==> src/rtl/kernel_pack.sv <==
// kernel_pack: packs a narrow coefficient stream into wide kernel-memory words.
//
// Accepts one KER_WIDTH coefficient per in_val/in_rdy handshake. It collects
// GROUP_NB of them, or fewer when in_last ends a load, into one
// GROUP_NB*KER_WIDTH word on wr_data/wr_data_val/wr_data_rdy. Lane i of the
// word sits at bits [i*KER_WIDTH +: KER_WIDTH], and unused lanes of a short
// final word are zero.
//
// The block tracks the memory write address, which wraps modulo MEM_DEPTH.
// When the final word of a load drains, it reports that load's address range
// on ker_start/ker_end together with a one-cycle ker_done pulse.
//
// Ports:
//   clk, rst            clock; asynchronous active-low reset
//   in_data/in_last     coefficient and end-of-load marker
//   in_val/in_rdy       input handshake
//   wr_data             packed word
//   wr_data_val/_rdy    output handshake
//   ker_start/ker_end   first/final word address of the last completed load
//   ker_done            one-cycle pulse when ker_start/ker_end update

// One slot of the pack register.
// clr has priority over wr_en. When a word completes, the accepted value
// bypasses this register (see pack_word) and the slot is cleared.
module kernel_pack_lane #(
  parameter int KER_WIDTH = 16
) (
  input  logic                 clk,
  input  logic                 rst,
  input  logic                 wr_en,
  input  logic                 clr,
  input  logic [KER_WIDTH-1:0] din,
  output logic [KER_WIDTH-1:0] q
);
  always_ff @(posedge clk or negedge rst) begin
    if (!rst)       q <= '0;
    else if (clr)   q <= '0;
    else if (wr_en) q <= din;
  end
endmodule

module kernel_pack #(
  parameter int GROUP_NB   = 4,
  parameter int KER_WIDTH  = 16,
  parameter int MEM_AWIDTH = 16,
  parameter int MEM_DEPTH  = 1 << MEM_AWIDTH
) (
  input  logic                          clk,
  input  logic                          rst,
  input  logic [KER_WIDTH-1:0]          in_data,
  input  logic                          in_last,
  input  logic                          in_val,
  output logic                          in_rdy,
  output logic [GROUP_NB*KER_WIDTH-1:0] wr_data,
  output logic                          wr_data_val,
  input  logic                          wr_data_rdy,
  output logic [MEM_AWIDTH-1:0]         ker_start,
  output logic [MEM_AWIDTH-1:0]         ker_end,
  output logic                          ker_done
);
  localparam int LW = $clog2(GROUP_NB);
  localparam logic [MEM_AWIDTH-1:0] ADDR_MAX = MEM_AWIDTH'(MEM_DEPTH - 1);

  logic [LW-1:0]                        lane;
  logic [GROUP_NB-1:0][KER_WIDTH-1:0]   pack_q;
  logic [GROUP_NB-1:0][KER_WIDTH-1:0]   pack_word;
  logic                                 in_fire, out_fire, flush;
  logic                                 wr_tag;      // word in wr_data ends a load
  logic                                 first_word;  // next drained word opens a load
  logic [MEM_AWIDTH-1:0]                wr_addr, cur_start;

  // Accept only when the output register is free or drains this cycle.
  // Gating with rst keeps in_rdy low throughout reset.
  assign in_rdy   = rst & (~wr_data_val | wr_data_rdy);
  assign in_fire  = in_val & in_rdy;
  assign out_fire = wr_data_val & wr_data_rdy;
  assign flush    = in_fire & ((lane == LW'(GROUP_NB - 1)) | in_last);

  for (genvar i = 0; i < GROUP_NB; i++) begin : g_lane
    logic sel;
    assign sel = in_fire & (lane == LW'(i));
    kernel_pack_lane #(.KER_WIDTH(KER_WIDTH)) u_lane (
      .clk   (clk),
      .rst   (rst),
      .wr_en (sel),
      .clr   (flush),
      .din   (in_data),
      .q     (pack_q[i])
    );
    // The completing coefficient joins the word without waiting a cycle.
    assign pack_word[i] = sel ? in_data : pack_q[i];
  end

  always_ff @(posedge clk or negedge rst) begin
    if (!rst)         lane <= '0;
    else if (flush)   lane <= '0;
    else if (in_fire) lane <= lane + 1'b1;
  end

  // Output word register. A new word may load in the same cycle the old one
  // drains; flush can only happen when the register is free or draining.
  always_ff @(posedge clk or negedge rst) begin
    if (!rst) begin
      wr_data     <= '0;
      wr_data_val <= 1'b0;
      wr_tag      <= 1'b0;
    end else if (flush) begin
      wr_data     <= pack_word;
      wr_data_val <= 1'b1;
      wr_tag      <= in_last;
    end else if (out_fire) begin
      wr_data_val <= 1'b0;
    end
  end

  // Address tracking and load-range report.
  always_ff @(posedge clk or negedge rst) begin
    if (!rst) begin
      wr_addr    <= '0;
      cur_start  <= '0;
      first_word <= 1'b1;
      ker_start  <= '0;
      ker_end    <= '0;
      ker_done   <= 1'b0;
    end else begin
      ker_done <= 1'b0;
      if (out_fire) begin
        wr_addr    <= (wr_addr == ADDR_MAX) ? '0 : wr_addr + 1'b1;
        first_word <= wr_tag;
        if (first_word) cur_start <= wr_addr;
        if (wr_tag) begin
          // For a single-word load, cur_start has not been captured yet.
          ker_start <= first_word ? wr_addr : cur_start;
          ker_end   <= wr_addr;
          ker_done  <= 1'b1;
        end
      end
    end
  end
endmodule

==> config.mk <==
export PLATFORM = sky130hd
export DESIGN_NAME = kernel_pack
export DESIGN_NICKNAME = d
export VERILOG_FILES = /design/src/rtl/kernel_pack.sv
export SDC_FILE = /design/constraint.sdc
export NUM_CORES = 1
export LEC_CHECK = 0
export ABC_CLOCK_PERIOD_IN_PS = 3040
export CAP_MARGIN = 15
export CORE_MARGIN = 3
export CORE_UTILIZATION = 56
export CTS_CLUSTER_DIAMETER = 40
export DETAILED_ROUTE_END_ITERATION = 8
export GPL_TIMING_DRIVEN = 0
export PLACE_DENSITY_LB_ADDON = 0.05
export SLEW_MARGIN = 20
export SYNTH_ARGS = -nofsm -noshare
export SYNTH_HDL_FRONTEND = slang
export SYNTH_SLANG_ARGS = --single-unit
==> constraint.sdc <==
create_clock -name clk -period 3.04 [get_ports clk]
set_clock_uncertainty 0.1 [all_clocks]
set_input_delay 0.456 -clock clk [delete_from_list [all_inputs] [get_ports clk]]
set_output_delay 0.456 -clock clk [all_outputs]
set_load 0.1 [all_outputs]
# ---- After elaboration in Yosys (flattened, before gate mapping)
# Cells that the tools add are included.
dict set report word_totals {
  reg_bits 198
  inputBits 21
  wordCells 51
}
dict set report classes {
  add_sub_neg 2
  eq_ne 4
  n_mux 16
  bitwise 11
  reduce_logical 4
}
# operator count
set ops {}
lappend ops {{$mux W16} 10}
lappend ops {{$add A16 B1 Y16 const B} 1}
lappend ops {{$eq A16 B16 Y1 const B} 1}
lappend ops {{$and A1 B1 Y1} 8}
lappend ops {{$eq A2 B2 Y1 const B} 2}
lappend ops {{$mux W1} 4}
lappend ops {{$mux W2} 2}
lappend ops {{$reduce_bool A2 Y1} 2}
lappend ops {{$add A2 B1 Y2 const B} 1}
lappend ops {{$eq A2 B1 Y1 const B} 1}
lappend ops {{$logic_not A2 Y1} 1}
lappend ops {{$or A1 B1 Y1} 2}
lappend ops {{$reduce_and A2 Y1} 1}
lappend ops {{$not A1 Y1} 1}

# ---- Longest topological paths before layout
# Gate-level depths: netlist of run 1.
dict set report logic_depth {
  depth_word 7
  depth_mapped 7
  ltp_nobuf 5
}

# ---- Cells and area by module
# A second synthesis of run 1 with hierarchy kept.
dict set report unflattened {
  hier_cells 754
  area_unflattened_um2 8674.6
}
# module n_inst cells_each area_each_um2 seq_area_each_um2
set modules_own_cells {}
lappend modules_own_cells {kernel_pack 1 546 6032.0 3354.5}
lappend modules_own_cells {kernel_pack_lane 4 52 660.6 400.4}

# ---- Worst setup path before layout of run 1
# Ideal clock, no wire load.
dict set report synth_timing {
  path_type {register to output}
  startpoint {reg wr_data_val}
  endpoint {out in_rdy}
  t_arrival_ps 1867
  slack_ps 617
  stages_incl_launch_ff 3
  n_path_buf 0
  path_cell_list {dfrtp_1 nand2b_1 and2_1}
}
dict set report synth_between {
  elab_chain_cells 3
}
# item line
set synth_lines {}
lappend synth_lines {{start: declaration} 55} ;# output logic wr_data_val,
lappend synth_lines {{start signal: assignment} 105} ;# wr_data_val <= 1'b0;
lappend synth_lines {{start signal: assignment} 109} ;# wr_data_val <= 1'b1;
lappend synth_lines {{start signal: assignment} 112} ;# wr_data_val <= 1'b0;
lappend synth_lines {{$not A1 Y1} 74} ;# assign in_rdy = rst & (~wr_data_val | wr_data_rdy);
lappend synth_lines {{$or A1 B1 Y1} 74}
lappend synth_lines {{$and A1 B1 Y1} 74}
lappend synth_lines {{end: declaration} 53} ;# output logic in_rdy,
# Every way passes these cells.

# ---- Final worst setup path of run 1
dict set report layout_timing {
  startpoint {in wr_data_rdy}
  endpoint {out in_rdy}
}
dict set report layout_between {
  elab_chain_cells 2
}
# item line
set layout_lines {}
lappend layout_lines {{start: declaration} 56} ;# input logic wr_data_rdy,
lappend layout_lines {{$or A1 B1 Y1} 74}
lappend layout_lines {{$and A1 B1 Y1} 74}
# Every way passes these cells.

==> impl_metrics.csv, run 1 <==
group,metric,value,unit
critical_path,cp.buffers_inverters,2,
global_routing,grt_pass1_vias,6968,
die,start_util,0.5825,
yosys,synth-seq-cells,198,
yosys,synth_nets,845,
die,die_y,129.9,microns
critical_path,worst_setup_path_end_kind,"output port",
global_routing,grt_remaining_overflow,0,
cells_and_area,fin_util,0.7296,
global_routing,grt_max_degree,91,
timing,max_slew.worst_pin.slew,1.036,ns
drt,via_count,6847,
critical_path,path_cells,"clkdlybuf4s50_1 > nand2b_1 > and2_1 > dlygate4sd2_1",
placement,place_area,0.01007,sq mm
yosys,async_flop_share,1.000,
critical_path,cp_data_required_time,2.48,ns
timing,rsz0062_at_grt,"no",
cells_and_area,antenna_cells,0,
drt,drc_errors,0,
pwr,pwr-share-seq,0.315,
run_status,outcome,"completed",
timing,relSlewSlack,0.3073,
clock_network,cts-root-buf,"clkbuf_16",
timing,final.setup.tns,0,ns
die,die-width,129.9,microns
drt,ant_nets,0,
die,fp.dieArea,0.01687,sq mm
pwr,total_power,12290,uW
yosys,syn_inst,819,
critical_path,cp_top_family,"buffers and inverters",
global_routing,grt_pass1_wl,35.14,mm
drt,routed_via_density,5.903,
timing,finalSetupViolations,0,
yosys,ys_types,35,
yosys,ys.flop_type,"dfrtp_1",
critical_path,critPathMaxStageDelay,0.85,ns
pwr,power_leakage,0.004776,uW
drt,wirelength,21.71,mm
pwr,p_sw,6043,uW
critical_path,arrival,2.35,ns
die,coreArea,0.01475,sq mm
timing,final_max_slew_viol_count,0,
yosys,postSynthAreaPerCell,10.49,sq um
yosys,syn_area,0.008594,sq mm
drt,wl_met2,10.93,mm
clock_network,htree_levels,4,
clock_network,cts.sinks,198,
pwr,combPwrFrac,0.494,
timing,fmaxAchievable,344.0,MHz
run,cap_violations,0,
placement,port_buffers,118,
timing,fin_crit_sh,0.9561,
critical_path,critical_path.max_fanout,7,
cells_and_area,drive_gt1_frac,0.1168,
yosys,synth-edff-count,0,
clock_network,cts_tree,"done",
drt,wl_per_cell,18.72,microns
yosys,yosys_warnings,0,
pwr,switching_share,0.4918,
placement,dp_hpwl,15.12,mm
timing,period_needed,2.907,ns
clock_network,cts_buffers,17,
drt,m1WireLength,8.652,mm
pwr,power_density,1141,mW/mm^2
placement,gp_congestion,0.8401,
pwr,clock_power_share,0.190,
clock_network,clockBufferDepth,2,
pwr,internal-power,6245,uW
clock_network,cts.clk_slew.worst_paths,0.06,ns
drt,top_layer,"met4",
pwr,max-vdd-ir-drop,0.9119,mV
cells_and_area,area_delta_synth_final,25.26,%
drt,drtIter0Drc,581,
min_path,hp-class,"register to register",
timing,timing.hold.ws,0.3774,ns
cells_and_area,layout.nets,989,
critical_path,critical_path_class,"input pin to output port",
global_routing,grtUsageTotal,0.2671,
critical_path,cp-start-kind,"input pin",
timing,finalHoldViolCount,0,
clock_network,cts_setup_buffers,0,
die,row_count,44,
global_routing,antenna_found_initial,0,
cells_and_area,postLayoutCellArea,0.01077,sq mm
critical_path,cpMaxStageDelayCell,"dlygate4sd2_1",
yosys,yosysSeqAreaShare,0.5766,
drt,drt-pass1-iter-count,6,
clock_network,worst_skew_pair.late_latency,0.43,ns
drt,wl_met3,1.283,mm
die,ios,120,
-- per-stage QoR --
step / setup slack (ns) / std cells
after floorplan: 0.6172 / 819
after global placement: -8.157 / 1121
after detailed placement: -0.1803 / 1123
after CTS: 0.1346 / 1160
after global routing: 0.03205 / 1160
final: 0.1334 / 1160
-- timing repair --
action / CTS / global route
hold buffers: 5 / 0
resized for setup: 1 / 0
setup endpoints to repair: 1 / 0
hold endpoints to repair: 41 / 0
-- worst reg2reg max path, cell delays in order (launching register included) --
cell	delay, ns
dfrtp_1	0.41
ha_1	0.20
clkbuf_1	0.18
o2111ai_1	0.85
buf_2	0.36
buf_2	0.26
nand2_1	0.08
o21ai_0	0.07
-- state kept, by name, indices dropped and copies added (netlist names) --
name	count
cur_start	16
first_word	1
g_lane.u_lane.q	64
ker_done	1
ker_end	16
ker_start	16
lane	2
wr_addr	16
wr_data	64
wr_data_val	1
wr_tag	1
-- cell usage in the layout, fill, tap and decap left out, drive strengths merged, types with 21 or more instances in the layout --
cell type	netlist	layout
o21ai	71	71
nor2	40	40
mux2	28	28
clkbuf	34	52
inv	21	21
nand3	55	55
nand2	131	131
clkdlybuf4s50	0	116
buf	30	36
dfrtp	197	197
mux2i	65	65
a21oi	48	48
-- cells in the mapped netlist (all sizes together) (21+ instances only) --
| cell | number | area (sq um) |
|---|---|---|
| dfrtp | 197 | 4930 |
| nand2 | 131 | 491.7 |
| o21ai | 71 | 355.3 |
| mux2i | 65 | 650.6 |
| nand3 | 55 | 280.3 |
| a21oi | 48 | 240.2 |
| nor2 | 40 | 150.1 |
| clkbuf | 34 | 127.6 |
| buf | 30 | 160.2 |
| mux2 | 28 | 315.3 |
| inv | 21 | 78.83 |
-- routing by layer --
metal / GRT usage / vias up
li1: - / 3133
met2: 0.4534 / 272
met3: 0.05403 / 69
met4: 0.1216 / 0
met1: 0.3314 / 3373
met5: 0 / -
-- kinds of logic after synthesis --
group                    after synthesis  synth area share
buffers and inverters                 85           0.04266
AND/OR/NAND/NOR                      269            0.1411
XOR/XNOR                              12           0.01223
AO/OA/AOI/OAI                        157            0.1077
flip-flops                           198            0.5766
multiplexers                          93            0.1124
adder cells (fa/ha/maj)                5          0.007279
-- final cells by class --
cell class                 count  area (sq um)
inverter                      21         78.83
clock buffer                  18         429.2
buffer                        64         287.8
multi-input combinational    536          3272
tap                          184         230.2
sequential                   198          4956
clock inverter                14         183.9
timing repair buffer         125          1328
fill                        1046          3989
-- worst paths after layout --
path | startpoint | endpoint | cells past startpoint | slack [ns]
max in group asynchronous | rst | cur_start[10] | 5 | 1.45
max reg2reg | lane[0] | wr_data[39] | 7 | 0.45
min in group asynchronous | rst | first_word | 2 | 0.48
min reg2reg | ker_start[4] | ker_start[4] | 2 | 0.38
max | wr_data_rdy | in_rdy | 4 | 0.13
min | ker_start[4] | ker_start[4] | 2 | 0.38
-- power groups by stage --
stage	clock network, uW	logic (uW)	registers (uW)
after floorplan	0	1370	7060
after global placement	0	5980	3860
after detailed placement	0	6070	3900
after CTS	2360	6100	3870
after global routing	2490	6340	3960
final	2340	6070	3880
Power figures use the tool's default switching activity.
==> run 2: changes to the inputs <==
--- a/config.mk
+++ b/config.mk
@@ -12,6 +12,7 @@
 export CTS_CLUSTER_DIAMETER = 40
 export DETAILED_ROUTE_END_ITERATION = 8
 export GPL_TIMING_DRIVEN = 0
+export HOLD_SLACK_MARGIN = 0.06
 export PLACE_DENSITY_LB_ADDON = 0.05
 export SLEW_MARGIN = 20
 export SYNTH_ARGS = -nofsm -noshare
==> results of run 2 <==
Same layout as run 1: the final DEF is identical, and so are final timing and power.
